$ cat config.mk
export PLATFORM = sky130hd
export DESIGN_NAME = map_serializer_flat
export DESIGN_NICKNAME = d
export VERILOG_FILES = /design/src/rtl/map_serializer_if.sv /design/src/rtl/map_serializer.sv /design/src/flat_wrapper.sv
export SDC_FILE = /design/constraint.sdc
export NUM_CORES = 1
export LEC_CHECK = 0
export ABC_AREA = 1
export CAP_MARGIN = 10
export CORE_UTILIZATION = 30
export DETAILED_ROUTE_END_ITERATION = 16
export SETUP_SLACK_MARGIN = 0.1
export SYNTH_ARGS = -nofsm -noshare
export SYNTH_HDL_FRONTEND = slang
export SYNTH_SLANG_ARGS = --single-unit
$ cat constraint.sdc
create_clock -name clock -period 2.7 [get_ports clock]
set_input_delay 0.405 -clock clock [delete_from_list [all_inputs] [get_ports clock]]
set_output_delay 0.405 -clock clock [all_outputs]
set_load 0.005 [all_outputs]
$ cat src/rtl/map_serializer_if.sv
// map_serializer_if
//   Bundles the snapshot request, the cell stream and the status signals of
//   the map serializer so they travel as one port.
//
//   Parameters
//     map_width   cells per row
//     map_height  rows per map
//
//   Signals
//     start       request to snapshot state_in and stream it
//     state_in    flattened map, bit y*map_width+x is cell (x,y)
//     busy        serializer is streaming or finishing a frame
//     cell_valid  a cell is being presented
//     cell_ready  consumer accepts the presented cell
//     cell_data   alive bit of the presented cell
//     cell_x      column of the presented cell
//     cell_y      row of the presented cell
//     frame_done  one-cycle pulse after the last cell is accepted
//
//   Modports
//     master  the serializer side
//     slave   the requester / consumer side
interface map_serializer_if #(
    parameter int map_width  = 8,
    parameter int map_height = 8
);
    localparam int XW = (map_width  > 1) ? $clog2(map_width)  : 1;
    localparam int YW = (map_height > 1) ? $clog2(map_height) : 1;

    logic                          start;
    logic [map_width*map_height-1:0] state_in;
    logic                          busy;
    logic                          cell_valid;
    logic                          cell_ready;
    logic                          cell_data;
    logic [XW-1:0]                 cell_x;
    logic [YW-1:0]                 cell_y;
    logic                          frame_done;

    modport master (
        input  start,
        input  state_in,
        input  cell_ready,
        output busy,
        output cell_valid,
        output cell_data,
        output cell_x,
        output cell_y,
        output frame_done
    );

    modport slave (
        output start,
        output state_in,
        output cell_ready,
        input  busy,
        input  cell_valid,
        input  cell_data,
        input  cell_x,
        input  cell_y,
        input  frame_done
    );
endinterface

$ cat src/rtl/map_serializer.sv
// map_serializer
//   Captures a flattened cell map on start and streams it one cell per
//   accepted handshake, row by row starting at (0,0). A one-cycle
//   frame_done pulse follows the last accepted cell. All outputs are
//   registered; reset is synchronous and active-high.
//
//   Parameters
//     map_width   cells per row (>= 1)
//     map_height  rows per map (>= 1)
//
//   Ports
//     clock   rising-edge clock for all state
//     reset   synchronous active-high reset
//     bus     map_serializer_if master modport (start/state_in request,
//             valid/ready cell stream with x/y/data, busy, frame_done)
module map_serializer #(
    parameter int map_width  = 8,
    parameter int map_height = 8
) (
    input  logic             clock,
    input  logic             reset,
    map_serializer_if.master bus
);
    localparam int XW    = (map_width  > 1) ? $clog2(map_width)  : 1;
    localparam int YW    = (map_height > 1) ? $clog2(map_height) : 1;
    localparam int CELLS = map_width * map_height;
    localparam int CW    = (CELLS > 1) ? $clog2(CELLS) : 1;

    localparam logic [XW-1:0] X_LAST = XW'(map_width - 1);
    localparam logic [YW-1:0] Y_LAST = YW'(map_height - 1);

    typedef enum logic [1:0] {
        IDLE = 2'd0,
        SEND = 2'd1,
        DONE = 2'd2
    } state_t;

    state_t           state, state_next;
    logic [CELLS-1:0] snapshot, snapshot_next;
    logic [XW-1:0]    x_q, x_next;
    logic [YW-1:0]    y_q, y_next;
    logic             valid_q, valid_next;
    logic             data_q, data_next;
    logic             done_q, done_next;
    logic             busy_q, busy_next;
    logic             transfer;
    logic [CW-1:0]    idx_next;

    assign transfer = (state == SEND) && valid_q && bus.cell_ready;

    // Next-state and next-output logic. The presented position doubles as
    // the scan counter, so x_q/y_q are both the cursor and cell_x/cell_y.
    // The cell bit is looked up from the position being moved to, which
    // keeps cell_data aligned with cell_x/cell_y while staying registered.
    // The index arithmetic wraps at CW bits, which is harmless because every
    // legal position indexes below CELLS.
    always_comb begin
        state_next    = state;
        snapshot_next = snapshot;
        x_next        = x_q;
        y_next        = y_q;
        valid_next    = valid_q;
        data_next     = data_q;
        done_next     = 1'b0;
        busy_next     = busy_q;
        idx_next      = '0;

        case (state)
            IDLE: begin
                if (bus.start) begin
                    snapshot_next = bus.state_in;
                    x_next        = '0;
                    y_next        = '0;
                    valid_next    = 1'b1;
                    busy_next     = 1'b1;
                    state_next    = SEND;
                end
            end
            SEND: begin
                if (transfer) begin
                    if ((x_q == X_LAST) && (y_q == Y_LAST)) begin
                        valid_next = 1'b0;
                        done_next  = 1'b1;
                        state_next = DONE;
                    end else if (x_q == X_LAST) begin
                        x_next = '0;
                        y_next = y_q + YW'(1);
                    end else begin
                        x_next = x_q + XW'(1);
                    end
                end
            end
            DONE: begin
                busy_next  = 1'b0;
                state_next = IDLE;
            end
            default: begin
                valid_next = 1'b0;
                busy_next  = 1'b0;
                state_next = IDLE;
            end
        endcase

        idx_next = CW'(y_next) * CW'(map_width) + CW'(x_next);
        if (state_next == SEND) begin
            data_next = snapshot_next[idx_next];
        end
    end

    // State and output registers with synchronous reset.
    always_ff @(posedge clock) begin
        if (reset) begin
            state    <= IDLE;
            snapshot <= '0;
            x_q      <= '0;
            y_q      <= '0;
            valid_q  <= 1'b0;
            data_q   <= 1'b0;
            done_q   <= 1'b0;
            busy_q   <= 1'b0;
        end else begin
            state    <= state_next;
            snapshot <= snapshot_next;
            x_q      <= x_next;
            y_q      <= y_next;
            valid_q  <= valid_next;
            data_q   <= data_next;
            done_q   <= done_next;
            busy_q   <= busy_next;
        end
    end

    assign bus.busy       = busy_q;
    assign bus.cell_valid = valid_q;
    assign bus.cell_data  = data_q;
    assign bus.cell_x     = x_q;
    assign bus.cell_y     = y_q;
    assign bus.frame_done = done_q;
endmodule

$ cat src/flat_wrapper.sv
// flat-port wrapper written by rule: the top's interface ports become plain ports
module map_serializer_flat 
#(
    parameter int map_width  = 8,
    parameter int map_height = 8
)
  (clock, reset, bus_start, bus_state_in, bus_cell_ready, bus_busy, bus_cell_valid, bus_cell_data, bus_cell_x, bus_cell_y, bus_frame_done);
  map_serializer_if #(.map_width(map_width), .map_height(map_height)) bus_i ();
  input  logic clock;
  input  logic reset;
  input wire logic [$bits(bus_i.start)-1:0] bus_start;
  input wire logic [$bits(bus_i.state_in)-1:0] bus_state_in;
  input wire logic [$bits(bus_i.cell_ready)-1:0] bus_cell_ready;
  output wire logic [$bits(bus_i.busy)-1:0] bus_busy;
  output wire logic [$bits(bus_i.cell_valid)-1:0] bus_cell_valid;
  output wire logic [$bits(bus_i.cell_data)-1:0] bus_cell_data;
  output wire logic [$bits(bus_i.cell_x)-1:0] bus_cell_x;
  output wire logic [$bits(bus_i.cell_y)-1:0] bus_cell_y;
  output wire logic [$bits(bus_i.frame_done)-1:0] bus_frame_done;
  assign bus_i.start = bus_start;
  assign bus_i.state_in = bus_state_in;
  assign bus_i.cell_ready = bus_cell_ready;
  assign bus_busy = bus_i.busy;
  assign bus_cell_valid = bus_i.cell_valid;
  assign bus_cell_data = bus_i.cell_data;
  assign bus_cell_x = bus_i.cell_x;
  assign bus_cell_y = bus_i.cell_y;
  assign bus_frame_done = bus_i.frame_done;
  map_serializer #(.map_width(map_width), .map_height(map_height)) u_core (.clock(clock), .reset(reset), .bus(bus_i));
endmodule
== Word level (Yosys, flattened, before mapping) ==
Index checks and enable logic that the tools add are counted.

* Add/sub/neg operators: 3
* Multipliers: 0
* Divide/modulo/power cells: 0
* Order comparisons: 1
* Equal/unequal tests: 8
* Shift operators: 0
* Multiplexer cells: 24
* Bitwise operators: 3
* Reduce and logical (&&, ||, !) cells: 7

{| class="wikitable"
|+ Operators with widths
! kind !! count
|-
| 2-to-1 mux 64 bit || 2
|-
| 2-to-1 mux 3 bit || 8
|-
| one-hot mux 3 bit (2 select lines) || 2
|-
| less-than comparator 6 x 7 -> 1 bit (second input constant) || 1
|-
| adder 3 x 1 -> 3 bit (second input constant) || 2
|-
| adder 6 x 3 -> 6 bit || 1
|-
| binary-select mux 1 bit (select 6 bit) || 1
|-
| == test 3 bit (second input constant) || 2
|-
| 2-to-1 mux 2 bit || 3
|-
| 2-to-1 mux 1 bit || 5
|-
| == test 2 x 1 -> 1 bit (second input constant) || 2
|-
| inequality test 2 bit (second input constant) || 2
|-
| one-hot mux 2 bit (2 select lines) || 1
|-
| AND reduction 4 bit || 1
|-
| logical AND 1 bit || 3
|-
| inverter 1 bit || 3
|-
| one-hot mux 1 bit (3 select lines) || 1
|-
| OR reduction 3 bit || 1
|-
| == test 2 bit (second input constant) || 1
|-
| zero test 2 bit || 1
|-
| inequality test 2 x 1 -> 1 bit (second input constant) || 1
|-
| one-hot mux 1 bit (2 select lines) || 1
|-
| AND reduction 2 bit || 1
|}

* Register bits: 76
* Bits in latches: 0
* Bits in writable memories: 0
* ROM bits: 0
* Output and inout bits: 10
* Word-level logic and storage cells: 54
* Memories kept: 0

== Longest topological paths before layout ==
* Depth after elaboration: 8
* Depth in mapped cells: 17
* Depth with buffers taken out: 16

== Least setup slack after synthesis ==
Ideal clock, no wire load.

* Kind: reg-to-reg
* Start: register u_core.x_q[0], in the netlist u_core.bus.cell_x[0]
* End: register u_core.data_q, in the netlist u_core.bus.cell_data
* Arrival time: 1.901 ns
* Setup slack: 0.690 ns
* Cell stages (with the launch flop): 16
* Cells stage by stage: dfxtp_1 > ha_1 > ha_1 > nand2_1 > nand3_2 > nand2_4 > buf_2 > nand3_1 > nand3_1 > nand3_1 > nand3_1 > nand3_1 > nand3_1 > nand3_1 > nand2_1 > inv_1

* Cells in the longest elaborated chain, start to end: 8
* Elaborated cells between the ends (all ways): 19
* Classes of those cells: add/sub: 2; eq/ne: 2; mux: 14; reduce/logical: 1

{| class="wikitable"
|+ RTL lines
! element !! RTL line !! RTL
|-
| start: declaration || map_serializer.sv:40 || <nowiki>logic [XW-1:0] x_q, x_next;</nowiki>
|-
| start signal: assignment || map_serializer.sv:124 || <nowiki>x_q <= x_next;</nowiki>
|-
| adder 3 x 1 -> 3 bit or == test 3 bit (tied branches) || map_serializer.sv:89, map_serializer.sv:81, map_serializer.sv:85 ||
|-
| 2-to-1 mux 3 bit or logical AND 1 bit (tied branches) || map_serializer.sv:85, map_serializer.sv:81 ||
|-
| 2-to-1 mux 3 bit || map_serializer.sv:81 || <nowiki>if ((x_q == X_LAST) && (y_q == Y_LAST)) begin</nowiki>
|-
| 2-to-1 mux 3 bit || map_serializer.sv:80 || <nowiki>if (transfer) begin</nowiki>
|-
| one-hot mux 3 bit (2 select lines) || map_serializer.sv:68 || <nowiki>case (state)</nowiki>
|-
| adder 6 x 3 -> 6 bit || map_serializer.sv:104 || <nowiki>idx_next = CW'(y_next) * CW'(map_width) + CW'(x_next);</nowiki>
|-
| binary-select mux 1 bit (select 6 bit) || map_serializer.sv:106 || <nowiki>data_next = snapshot_next[idx_next];</nowiki>
|-
| 2-to-1 mux 1 bit (implied by the code) || map_serializer.sv:106 ||
|-
| end signal: assignment || map_serializer.sv:127 || <nowiki>data_q <= data_next;</nowiki>
|-
| end: declaration || map_serializer.sv:43 || <nowiki>logic data_q, data_next;</nowiki>
|}

Several ways; a longest one is shown, not always the timed one. The select of a mux whose other input is x is not followed.
A chain may end at the register's enable or synchronous reset.

== Final worst setup path ==
Same ends and word-level chain as after synthesis.

==> out/metrics.yaml <==
status: "finished clean"
rsz0062_at_grt: "false"
synth_warnings: 0
hold_class: "reg2reg"
cts_tree: "yes"
required_ns: 2.94
synth_edf_count: 0
syn_avg_cell_area_um2: 6.797
synth.most_common_cell: "nand2_1"
busiest_layer: "met2"
cts_num_sinks: 76
yosys.area.top_type_share: 0.4085
fin_crit_ns: 2.325
routed_wl_um: 9546
core_area_um2: 12060
grtUsageMet2: 0.2548
post_drt_wl_per_cell_um: 12.15
drt_iter0_markers: 181
die_area_um2: 12870
ys_seq_elements: 76
dp_hpwl_um: 7094
syn_area_um2: 3725
synth_seq_area_share: 0.4085
synth_area_leaders: "dfxtp_1, nand3_1, nand2_1"
drive_gt1_frac: 0.06958
routed_via_density: 4.513
p_total_w: 0.003001
finalNonFillerCells: 786
setup_viol: 0
drc_errors: 0
worst-endpoint-arrival_ns: 2.56
die_h_um: 113.4
grt_pass1_wl_um: 15680
nNetsFinal: 685
synthFlopType: "dfxtp_1"
cts_setup_buffers: 0
cp-end-kind: "flop"
fill_cells: 1254
antenna_cells: 0
worst_slack_ns: 0.3754
antenna_found_initial: 0
synthCells: 548
cts_hold_buf: 0
syn_to_final_growth_pct: 32.45
slew_headroom: 0.6787
gp_congestion: 0.8317
dr.pass1.iters: 4
maxCapViolations: 0
clk_path_buf_depth: 2
powerDensity_nw_per_um2: 608.4
insertion_delay_ns: 0.33
ys_types: 25
cts_root_buffer: "clkbuf_16"
async_flop_share: 0
cts-buffers-inserted: 9
htreeDepth: 3
ant_nets: 0
vdd.ir_drop.worst_v: 0.0003193
dp.cells: 770
finalSetupTns_ns: 0
num_rows: 40
p_leak_nw: 2.202
fmax_ghz: 0.4302
grt-ovfl-total: 0
cp-start-kind: "flop"
portBuffers: 77
dp_slack_ns: 0.1900
grtUsageTotal: 0.1542
hold_violations: 0
grt_max_degree: 71
synth_common_cells: "nand2_1, nand3_1, dfxtp_1, inv_1, nor2_1"
worst_slew_pin_slew_ns: 0.4769
crit_fanout: 17
grt_pass1_vias: 3326
initial_utilization: 0.3088
setup.worst_path.class: "reg2reg"
die_width_um: 113.4
final_max_slew_viol_count: 0
synthesis.nets: 620
vias: 3547
skew_ns: 0.007422
cts-resized-gates: 0
pin_count: 78
timing.hold.ws_ns: 0.4777
clk_pin_slew_ns: 0.06
grt.met1_usage: 0.1945
period_share: 0.8610
grt_use_met3: 0.04038
synth_top_cell_by_area: "dfxtp_1"
placed cells by master (no fill, tap or decap):
master           instances
a21oi_1                  3
buf_12                   2
buf_2                    1
buf_4                    8
bufinv_16                2
clkbuf_16                9
clkdlybuf4s50_1         76
clkinv_2                 3
clkinv_4                 1
clkinvlp_4               1
dfxtp_1                 76
ha_1                     4
inv_1                   73
inv_2                    3
inv_4                    1
mux2i_1                  6
nand2_1                100
nand2_2                  2
nand2_4                  3
nand3_1                 98
nand3_2                  3
nand3_4                  1
nand3b_1                 2
nor2_1                  72
nor2_4                   1
nor3_1                   2
o21ai_0                 50
o21ai_1                 11
o21ai_2                  2
o21bai_1                 1
o22ai_1                  1
power breakdown:
part,internal (W),switching (W)
registers,0.00121,0.0000231
logic,0.000229,0.000271
clock network,0.000805,0.000467
total,0.00224,0.000761
per-stage QoR:
stage	area (um^2)	utilization
3_5_place_dp	4617	0.3828
4_1_cts	4933	0.4090
3_3_place_gp	4617	0.3828
5_1_grt	4933	0.4090
6_report	4933	0.4090
2_1_floorplan	3725	-
worst paths after layout:
path | from | endpoint | slack [ns] | cells past startpoint
max | u_core.bus.cell_x[0] | u_core.bus.cell_data | 0.38 | 15
min | u_core.bus.cell_valid | u_core.bus.cell_valid | 0.48 | 2
max reg2reg | u_core.bus.cell_x[0] | u_core.bus.cell_data | 0.38 | 15
min reg2reg | u_core.bus.cell_valid | u_core.bus.cell_valid | 0.48 | 2
logic make-up (layout without fill, tap and decap cells):
group	count (synthesis)	in the layout	share of synthesized area
and+or+nand+nor	284	284	0.3379
DFF	76	76	0.4085
muxes	6	6	0.01612
buffers and inverters	110	180	0.1297
adders and majority gates	4	4	0.01344
AOI/OAI and AO/OA	68	68	0.09439
critical path: stages, from the launching register on:
cell and delay, ns:
dfxtp_1 0.45, ha_1 0.19, ha_1 0.19, nand2_1 0.17, nand2_2 0.15, nand3_2 0.09
nand2_4 0.21, inv_4 0.13, nand3_1 0.12, nand3_1 0.08, nand3_1 0.10, nand3_1 0.07
nand3_1 0.09, nand3_1 0.07, nand2_1 0.08, inv_1 0.03
flip-flops by register name (all words and copies together), names as in the netlist:
signal	flops
u_core.bus.frame_done	1
u_core.bus.cell_x	3
u_core.bus.busy	1
u_core.bus.cell_data	1
u_core.bus.cell_valid	1
u_core.bus.cell_y	3
u_core.state	2
u_core.snapshot	64
routing by layer:
metal,share of wire,routed length (um),vias up
li1,-,-,1863
met1,0.47,4461,1577
met2,0.46,4431,91
met3,0.048,460,16
met4,0.020,193,0
met5,0,0,-
cell type report:
type                            count  area [um^2]  share of cell area
Tap cell                          168        210.2             0.04261
Timing Repair Buffer               87        865.8              0.1755
Clock buffer                        9        225.2             0.04565
Clock inverter                      7        91.34             0.01851
Inverter                           77        291.5             0.05909
Multi-Input combinational cell    362         1728              0.3502
Sequential cell                    76         1521              0.3084
No activity file was read; power rests on OpenSTA's default activity.
